## config.mk

```make
export PLATFORM = sky130hd
export DESIGN_NAME = commit_perf_monitor_flat
export DESIGN_NICKNAME = d
export VERILOG_FILES = /design/src/rtl/commit_perf_monitor_if.sv /design/src/rtl/commit_perf_monitor.sv /design/src/flat_wrapper.sv
export SDC_FILE = /design/constraint.sdc
export NUM_CORES = 1
export LEC_CHECK = 0
export ABC_AREA = 1
export ABC_CLOCK_PERIOD_IN_PS = 8100
export BUFFER_PORTS_ARGS = -buffer_cell sky130_fd_sc_hd__buf_2
export CORE_UTILIZATION = 63
export DETAILED_ROUTE_END_ITERATION = 8
export PLACE_DENSITY_LB_ADDON = 0.12
export SKIP_LAST_GASP = 1
export SLEW_MARGIN = 20
export SYNTH_ARGS = -nofsm -noshare
export SYNTH_HDL_FRONTEND = slang
export SYNTH_SLANG_ARGS = --single-unit
```

## constraint.sdc

```tcl
create_clock -name clock -period 8.1 [get_ports clock]
set_input_delay 1.215 -clock clock [delete_from_list [all_inputs] [get_ports clock]]
set_output_delay 1.215 -clock clock [all_outputs]
set_load 0.02 [all_outputs]
```

## src/rtl/commit_perf_monitor_if.sv

```systemverilog
// -----------------------------------------------------------------------------
// commit_perf_monitor_if
// Commit-stream bundle observed by commit_perf_monitor. One bit per lane,
// lane index t*COMMIT_WIDTH+l (lane 0 of each thread is the oldest).
//   thread_active      threads that must commit a halt before the run is done
//   commit_valid       lane commits this cycle
//   commit_halt        committed lane is a halt
//   commit_branch      committed lane is a branch
//   commit_br_correct  branch was correctly predicted
//   error_stop         pipeline reported a non-halt error
// master: the pipeline side driving the stream; slave: the monitor.
// -----------------------------------------------------------------------------
interface commit_perf_monitor_if #(
   parameter int NUM_THREADS  = 2,
   parameter int COMMIT_WIDTH = 2
);
   logic [NUM_THREADS-1:0]              thread_active;
   logic [NUM_THREADS*COMMIT_WIDTH-1:0] commit_valid;
   logic [NUM_THREADS*COMMIT_WIDTH-1:0] commit_halt;
   logic [NUM_THREADS*COMMIT_WIDTH-1:0] commit_branch;
   logic [NUM_THREADS*COMMIT_WIDTH-1:0] commit_br_correct;
   logic                                error_stop;

   modport master (
      output thread_active,
      output commit_valid,
      output commit_halt,
      output commit_branch,
      output commit_br_correct,
      output error_stop
   );

   modport slave (
      input  thread_active,
      input  commit_valid,
      input  commit_halt,
      input  commit_branch,
      input  commit_br_correct,
      input  error_stop
   );
endinterface

```

## src/rtl/commit_perf_monitor.sv

```systemverilog
// -----------------------------------------------------------------------------
// commit_perf_monitor
// Counts cycles, committed instructions (per thread and total), branches and
// correctly predicted branches from the ROB commit stream of an SMT pipeline.
// The run ends (DONE) when every active thread has committed a halt or the
// pipeline raises error_stop; a no-commit watchdog moves to HANG. Counters
// freeze outside RUN and are read through rd_sel/rd_data.
// Ports:
//   clock, reset   clock and asynchronous active-high reset
//   clear          synchronous clear of counters/flags, returns to RUN
//   commit         commit-stream bundle (slave modport)
//   rd_sel         0=cycles 1=total 2=branches 3=correct 4+t=thread t
//   rd_data        selected counter, 0 for out-of-range selects
//   state          0=RUN 1=DONE 2=HANG
//   thread_halted  sticky per-thread halt seen
//   errored        DONE was entered through error_stop
// -----------------------------------------------------------------------------
module commit_perf_monitor #(
   parameter int NUM_THREADS  = 2,
   parameter int COMMIT_WIDTH = 2,
   parameter int CNT_W        = 32,
   parameter int TIMEOUT      = 500000,
   parameter int SEL_W        = $clog2(4 + NUM_THREADS)
) (
   input  logic                    clock,
   input  logic                    reset,
   input  logic                    clear,
   commit_perf_monitor_if.slave    commit,
   input  logic [SEL_W-1:0]        rd_sel,
   output logic [CNT_W-1:0]        rd_data,
   output logic [1:0]              state,
   output logic [NUM_THREADS-1:0]  thread_halted,
   output logic                    errored
);

   localparam int LANES  = NUM_THREADS * COMMIT_WIDTH;
   localparam int INC_W  = $clog2(LANES + 1);
   localparam int SUM_W  = ((CNT_W > INC_W) ? CNT_W : INC_W) + 1;
   // The idle counter only has to reach TIMEOUT-1.
   localparam int IDLE_W = (TIMEOUT > 1) ? $clog2(TIMEOUT) : 1;
   localparam logic [CNT_W-1:0]  CNT_MAX   = {CNT_W{1'b1}};
   localparam logic [IDLE_W-1:0] IDLE_LAST = IDLE_W'(TIMEOUT - 1);

   typedef enum logic [1:0] {
      RUN  = 2'd0,
      DONE = 2'd1,
      HANG = 2'd2
   } state_e;

   // Saturating counter add: never wraps past all-ones.
   function automatic logic [CNT_W-1:0] sat_add(input logic [CNT_W-1:0] cnt,
                                                input logic [INC_W-1:0] inc);
      logic [SUM_W-1:0] sum;
      sum = SUM_W'(cnt) + SUM_W'(inc);
      if (sum > SUM_W'(CNT_MAX)) begin
         sat_add = CNT_MAX;
      end else begin
         sat_add = sum[CNT_W-1:0];
      end
   endfunction

   state_e                  state_r;
   state_e                  state_next_s;
   logic [CNT_W-1:0]        cycles_r;
   logic [CNT_W-1:0]        total_r;
   logic [CNT_W-1:0]        branches_r;
   logic [CNT_W-1:0]        correct_r;
   logic [CNT_W-1:0]        thread_cnt_r [NUM_THREADS];
   logic [NUM_THREADS-1:0]  thread_halted_r;
   logic                    errored_r;
   logic [IDLE_W-1:0]       idle_r;

   logic [LANES-1:0]        counted_s;
   logic [NUM_THREADS-1:0]  halt_now_s;
   logic [INC_W-1:0]        thread_inc_s [NUM_THREADS];
   logic [INC_W-1:0]        total_inc_s;
   logic [INC_W-1:0]        br_inc_s;
   logic [INC_W-1:0]        corr_inc_s;
   logic                    activity_s;
   logic                    all_halted_s;
   logic [CNT_W-1:0]        thread_pick_s;

   // Lane qualification: lanes younger than a halt in the same thread are
   // dropped; a halt itself is not counted, and an already halted thread
   // contributes no counted lanes.
   always_comb begin : lane_qual
      logic blocked;
      counted_s  = '0;
      halt_now_s = '0;
      blocked    = 1'b0;
      for (int t = 0; t < NUM_THREADS; t++) begin
         blocked = 1'b0;
         for (int l = 0; l < COMMIT_WIDTH; l++) begin
            if (commit.commit_valid[t*COMMIT_WIDTH+l] && !blocked) begin
               if (commit.commit_halt[t*COMMIT_WIDTH+l]) begin
                  halt_now_s[t] = 1'b1;
                  blocked       = 1'b1;
               end else if (!thread_halted_r[t]) begin
                  counted_s[t*COMMIT_WIDTH+l] = 1'b1;
               end else begin
                  counted_s[t*COMMIT_WIDTH+l] = 1'b0;
               end
            end else begin
               counted_s[t*COMMIT_WIDTH+l] = 1'b0;
            end
         end
      end
   end

   // Per-cycle popcounts over counted lanes.
   always_comb begin
      total_inc_s = '0;
      br_inc_s    = '0;
      corr_inc_s  = '0;
      for (int t = 0; t < NUM_THREADS; t++) begin
         thread_inc_s[t] = '0;
         for (int l = 0; l < COMMIT_WIDTH; l++) begin
            thread_inc_s[t] = thread_inc_s[t] + INC_W'(counted_s[t*COMMIT_WIDTH+l]);
            total_inc_s     = total_inc_s + INC_W'(counted_s[t*COMMIT_WIDTH+l]);
            br_inc_s        = br_inc_s + INC_W'(counted_s[t*COMMIT_WIDTH+l]
                                                & commit.commit_branch[t*COMMIT_WIDTH+l]);
            corr_inc_s      = corr_inc_s + INC_W'(counted_s[t*COMMIT_WIDTH+l]
                                                  & commit.commit_branch[t*COMMIT_WIDTH+l]
                                                  & commit.commit_br_correct[t*COMMIT_WIDTH+l]);
         end
      end
   end

   // Run-completion and watchdog qualifiers; halts of this cycle count toward done.
   always_comb begin
      activity_s   = (|counted_s) | (|halt_now_s);
      all_halted_s = (commit.thread_active != '0) &&
                     (((thread_halted_r | halt_now_s) & commit.thread_active)
                      == commit.thread_active);
   end

   // Next-state logic: clear wins, then error, halt completion, watchdog.
   always_comb begin
      state_next_s = state_r;
      if (clear) begin
         state_next_s = RUN;
      end else begin
         case (state_r)
            RUN: begin
               if (commit.error_stop) begin
                  state_next_s = DONE;
               end else if (all_halted_s) begin
                  state_next_s = DONE;
               end else if ((idle_r == IDLE_LAST) && !activity_s) begin
                  state_next_s = HANG;
               end else begin
                  state_next_s = RUN;
               end
            end
            DONE:    state_next_s = DONE;
            HANG:    state_next_s = HANG;
            default: state_next_s = RUN;
         endcase
      end
   end

   // State register.
   always_ff @(posedge clock or posedge reset) begin
      if (reset) begin
         state_r <= RUN;
      end else begin
         state_r <= state_next_s;
      end
   end

   // Counters, sticky flags and idle counter; updated only while in RUN.
   always_ff @(posedge clock or posedge reset) begin
      if (reset) begin
         cycles_r        <= '0;
         total_r         <= '0;
         branches_r      <= '0;
         correct_r       <= '0;
         thread_halted_r <= '0;
         errored_r       <= 1'b0;
         idle_r          <= '0;
         for (int t = 0; t < NUM_THREADS; t++) begin
            thread_cnt_r[t] <= '0;
         end
      end else if (clear) begin
         cycles_r        <= '0;
         total_r         <= '0;
         branches_r      <= '0;
         correct_r       <= '0;
         thread_halted_r <= '0;
         errored_r       <= 1'b0;
         idle_r          <= '0;
         for (int t = 0; t < NUM_THREADS; t++) begin
            thread_cnt_r[t] <= '0;
         end
      end else if (state_r == RUN) begin
         cycles_r        <= sat_add(cycles_r, INC_W'(1));
         total_r         <= sat_add(total_r, total_inc_s);
         branches_r      <= sat_add(branches_r, br_inc_s);
         correct_r       <= sat_add(correct_r, corr_inc_s);
         thread_halted_r <= thread_halted_r | halt_now_s;
         // Any RUN cycle with error_stop leaves RUN for DONE.
         errored_r       <= commit.error_stop;
         for (int t = 0; t < NUM_THREADS; t++) begin
            thread_cnt_r[t] <= sat_add(thread_cnt_r[t], thread_inc_s[t]);
         end
         if (activity_s) begin
            idle_r <= '0;
         end else if (idle_r != IDLE_LAST) begin
            idle_r <= idle_r + IDLE_W'(1);
         end else begin
            idle_r <= idle_r;
         end
      end else begin
         cycles_r <= cycles_r;
      end
   end

   // Thread-counter slice of the read mux.
   always_comb begin
      thread_pick_s = '0;
      for (int t = 0; t < NUM_THREADS; t++) begin
         thread_pick_s = thread_pick_s |
                         ((rd_sel == SEL_W'(4 + t)) ? thread_cnt_r[t] : '0);
      end
   end

   // Read mux over registered counters, same-cycle response to rd_sel.
   always_comb begin
      rd_data = '0;
      case (rd_sel)
         SEL_W'(0): rd_data = cycles_r;
         SEL_W'(1): rd_data = total_r;
         SEL_W'(2): rd_data = branches_r;
         SEL_W'(3): rd_data = correct_r;
         default:   rd_data = thread_pick_s;
      endcase
   end

   assign state         = state_r;
   assign thread_halted = thread_halted_r;
   assign errored       = errored_r;

endmodule

```

## src/flat_wrapper.sv

```systemverilog
// flat-port wrapper written by rule: the top's interface ports become plain ports
module commit_perf_monitor_flat 
#(
   parameter int NUM_THREADS  = 2,
   parameter int COMMIT_WIDTH = 2,
   parameter int CNT_W        = 32,
   parameter int TIMEOUT      = 500000,
   parameter int SEL_W        = $clog2(4 + NUM_THREADS)
)
  (clock, reset, clear, rd_sel, rd_data, state, thread_halted, errored, commit_thread_active, commit_commit_valid, commit_commit_halt, commit_commit_branch, commit_commit_br_correct, commit_error_stop);
  commit_perf_monitor_if #(.NUM_THREADS(NUM_THREADS), .COMMIT_WIDTH(COMMIT_WIDTH)) commit_i ();
  input  logic clock;
  input  logic reset;
  input  logic clear;
  input  logic [SEL_W-1:0] rd_sel;
  output logic [CNT_W-1:0] rd_data;
  output logic [1:0] state;
  output logic [NUM_THREADS-1:0] thread_halted;
  output logic errored;
  input wire logic [$bits(commit_i.thread_active)-1:0] commit_thread_active;
  input wire logic [$bits(commit_i.commit_valid)-1:0] commit_commit_valid;
  input wire logic [$bits(commit_i.commit_halt)-1:0] commit_commit_halt;
  input wire logic [$bits(commit_i.commit_branch)-1:0] commit_commit_branch;
  input wire logic [$bits(commit_i.commit_br_correct)-1:0] commit_commit_br_correct;
  input wire logic [$bits(commit_i.error_stop)-1:0] commit_error_stop;
  assign commit_i.thread_active = commit_thread_active;
  assign commit_i.commit_valid = commit_commit_valid;
  assign commit_i.commit_halt = commit_commit_halt;
  assign commit_i.commit_branch = commit_commit_branch;
  assign commit_i.commit_br_correct = commit_commit_br_correct;
  assign commit_i.error_stop = commit_error_stop;
  commit_perf_monitor #(.NUM_THREADS(NUM_THREADS), .COMMIT_WIDTH(COMMIT_WIDTH), .CNT_W(CNT_W), .TIMEOUT(TIMEOUT), .SEL_W(SEL_W)) u_core (.clock(clock), .reset(reset), .clear(clear), .commit(commit_i), .rd_sel(rd_sel), .rd_data(rd_data), .state(state), .thread_halted(thread_halted), .errored(errored));
endmodule
```

==> results.py <==
metrics = {
    "run_status": {
        "status": "finished, final reports clean",
    },
    "floorplan": {
        "dieArea_um2": 24800,
        "die_w_um": 158,
        "coreArea_um2": 23600,
        "ios": 62,
        "dieHeight_um": 158,
        "core.rowCount": 56,
        "start_util_pct": 64.6,
    },
    "routing": {
        "first_pass_iters": 8,
        "routed-via-count": 15700,
        "avgRoutedWirePerCell_um": 19.3,
        "ant_nets": 0,
        "via_per_inst": 6.18,
        "drt-initial-drc-count": 2241,
        "drc_errors": 0,
        "wl_um": 49000,
    },
    "placement": {
        "portBuffers": 61,
        "place_inst": 2493,
        "dp_hpwl_um": 35100,
        "preCtsSetupSlack_ps": 2410,
        "gp_congestion": 1.04,
    },
    "logic_synthesis": {
        "synth_area_um2": 15200,
        "yosysMostFrequentCell": "nand2_1",
        "synth_cell_types": 56,
        "synth_top_area_share_pct": 35.4,
        "synth_top_family_by_area": "simple AND/OR/NAND/NOR gates",
        "synthXorXnorAreaFrac_pct": 6.08,
        "synth_edf_count": 0,
        "ys_ff_latch": 216,
        "synthAdderAreaFrac_pct": 3.10,
        "syn_area_per_cell_um2": 7.00,
        "synthCells": 2179,
        "synth_compound_area_share_pct": 16.7,
        "synth_nets": 2237,
        "synth_simple_gate_area_share_pct": 28.8,
        "yosys-top-cells-area": "dfrtp_1 (35%), nand2_1 (12%), inv_1 (7.5%)",
        "yosys.area.top_type": "dfrtp_1",
        "muxShareOfSynthArea_pct": 0,
        "ys_seq_area_share_pct": 35.4,
        "ys_warn_count": 0,
        "synthArstFlopShare_pct": 100,
        "synthTopCellsByCount": "nand2_1 (504), inv_1 (306), o21ai_0 (222)",
        "synth_flop_cell": "dfrtp_1",
    },
    "setup_path": {
        "critical_path_required_ps": 8540,
        "cp-end-kind": "flip-flop",
        "critical_path.startpoint_type": "input port",
        "crit_type": "in2reg",
        "cp_data_arrival_time_ps": 5600,
        "reg2reg_depth": 19,
        "path_max_fanout": 18,
    },
    "clock_network": {
        "clkSinkCount": 216,
        "cts_root_buf": "clkbuf_16",
        "numCtsBuffers": 26,
        "cts_max_path_buffers": 3,
        "cts_tree": "yes",
        "clkTransAtPathRegs_ps": 60,
        "post_cts_buffers": 0,
        "cts_htree_levels": 1,
        "clk-insertion-delay-late_ps": 540,
        "ctsHoldBuffers": 0,
        "cts_resized": 0,
    },
    "sta": {
        "slew-limit-headroom_pct": 30.5,
        "tns_ps": 0,
        "hold_viol": 0,
        "setup_slack_ps": 2940,
        "fin_crit_sh_pct": 63.7,
        "worst_slew_pin_slew_ps": 1040,
        "fin_skew_ps": 12.6,
        "rsz0062_at_grt": "false",
        "clock.fmax_mhz": 194,
        "report.final.slew_viol_count": 0,
        "finalSetupViolCount": 0,
        "period_needed_ps": 5160,
    },
    "global_route": {
        "grt_pass1_wl_um": 77700,
        "grt_start_max_net_pins": 103,
        "grt_pass1_vias": 14500,
        "met3_usage_pct": 8.79,
        "use_met1_pct": 56.4,
        "overflow": 0,
        "grt_antenna_before_repair": 0,
        "grt.met2_usage_pct": 60.7,
        "grt_usage_pct": 40.3,
        "busiest_layer": "met2",
    },
    "power": {
        "powerDensity_nw_per_um2": 150,
        "ir_worst_vdd_uv": 179,
        "p_leak_nw": 7.61,
    },
    "finish": {
        "stdcell_count": 2541,
        "insertedDiodeCount": 0,
        "drive_gt1_share_pct": 6.93,
        "area_delta_synth_final_pct": 9.31,
        "finish.utilization_pct": 70.6,
        "layout.nets": 2260,
    },
    "worst_hold_path": {
        "hold_class": "reg2reg",
        "holdPathStages": 1,
    },
    "flow_run": {
        "cap_violations": 0,
    },
}
-- critical path: stages --
cell     delay, ps
buf_2          100
nand2_1         70
nand2_1         50
nor3_1         220
inv_1          120
nor2_1         220
nand2_1        120
fa_1           560
inv_1           60
ha_1           190
ha_1           340
fa_1           240
nand2_1         90
a21oi_2        210
inv_1          140
nor4_4         340
nand2_1        140
nor2_2         530
inv_2          310
o21ai_0        150
nand2_1         60
o21ai_0        120
-- cell families (layout without fill, tap and decap cells) --
family / Yosys count / after routing
buffers and inverters: 390 / 433
xor gates and xnor gates: 105 / 105
and+or+nand+nor: 1009 / 1009
adders and majority gates: 33 / 33
DFF: 216 / 216
AOI/OAI and AO/OA: 426 / 426
-- layout make-up --
cell class	instances	area [µm²]
Clock inverter	9	120
Inverter	312	1180
Clock buffer	39	791
Fill cell	2002	6940
Timing Repair Buffer	73	395
Multi-Input combinational cell	1573	8380
Tap cell	319	399
Sequential cell	216	5410
-- per-layer routing --
layer | share of wire (%) | wire (µm)
met1 | 42 | 20600
met2 | 43 | 21100
met3 | 11 | 5200
met4 | 4.2 | 2070
met5 | 0 | 0
-- worst paths after layout --
| path | end | startpoint | slack, ps |
|---|---|---|---|
| hold / removal | u_core.idle_r[5] | u_core.idle_r[5] | 480 |
| setup / recovery | u_core.correct_r[26] | commit_commit_valid[0] | 2940 |
| hold reg to reg | u_core.idle_r[5] | u_core.idle_r[5] | 480 |
| setup reg to reg | u_core.correct_r[26] | u_core.thread_halted[0] | 3360 |
| max in group asynchronous | u_core.thread_cnt_r[2] | reset | 5990 |
| min in group asynchronous | u_core.idle_r[2] | reset | 760 |
-- stage by stage --
step                      area, µm²  hold WS, ps  power [mW]
final                         16700          478        2.50
after floorplan               15200          445        1.22
after global routing          16700          503        2.56
after CTS                     16700          478        2.50
after global placement        15700          464        1.27
after detailed placement      15700          470        1.27
-- registers in the layout, summed over array words and instances (netlist names) --
register	count
u_core.errored	1
u_core.cycles_r	32
u_core.state	2
u_core.idle_r	19
u_core.total_r	32
u_core.correct_r	32
u_core.thread_cnt_r	64
u_core.thread_halted	2
u_core.branches_r	32
-- where the power goes --
group	leakage (nW)	switching, mW	total (mW)	internal, mW
clock	0.455	0.477	1.24	0.766
sequential	3.01	0.0115	1.10	1.09
combinational	4.15	0.124	0.159	0.0350
-- layout by cell type (no fill, tap or decap), drive strengths merged, types with 2 or more instances in the layout --
cell / Yosys / final
o221ai: 32 / 32
a221oi: 32 / 32
nand3b: 4 / 4
xnor2: 4 / 4
clkbuf: 63 / 39
nor2: 199 / 199
o211ai: 3 / 3
a32o: 3 / 3
a21o: 2 / 2
o21a: 3 / 3
bufinv: 0 / 3
fa: 8 / 8
a21oi: 45 / 45
nor4: 13 / 13
nand2: 509 / 509
nand3: 132 / 132
nand4: 54 / 54
o31ai: 5 / 5
and3: 3 / 3
o21ai: 225 / 225
buf: 15 / 73
a22o: 2 / 2
clkinv: 2 / 9
inv: 310 / 309
nor3b: 4 / 4
xor2: 101 / 101
a31oi: 3 / 3
ha: 25 / 25
or2: 4 / 4
o22ai: 62 / 62
dfrtp: 216 / 216
nor3: 84 / 84
No activity file was read; power rests on OpenSTA's default activity.
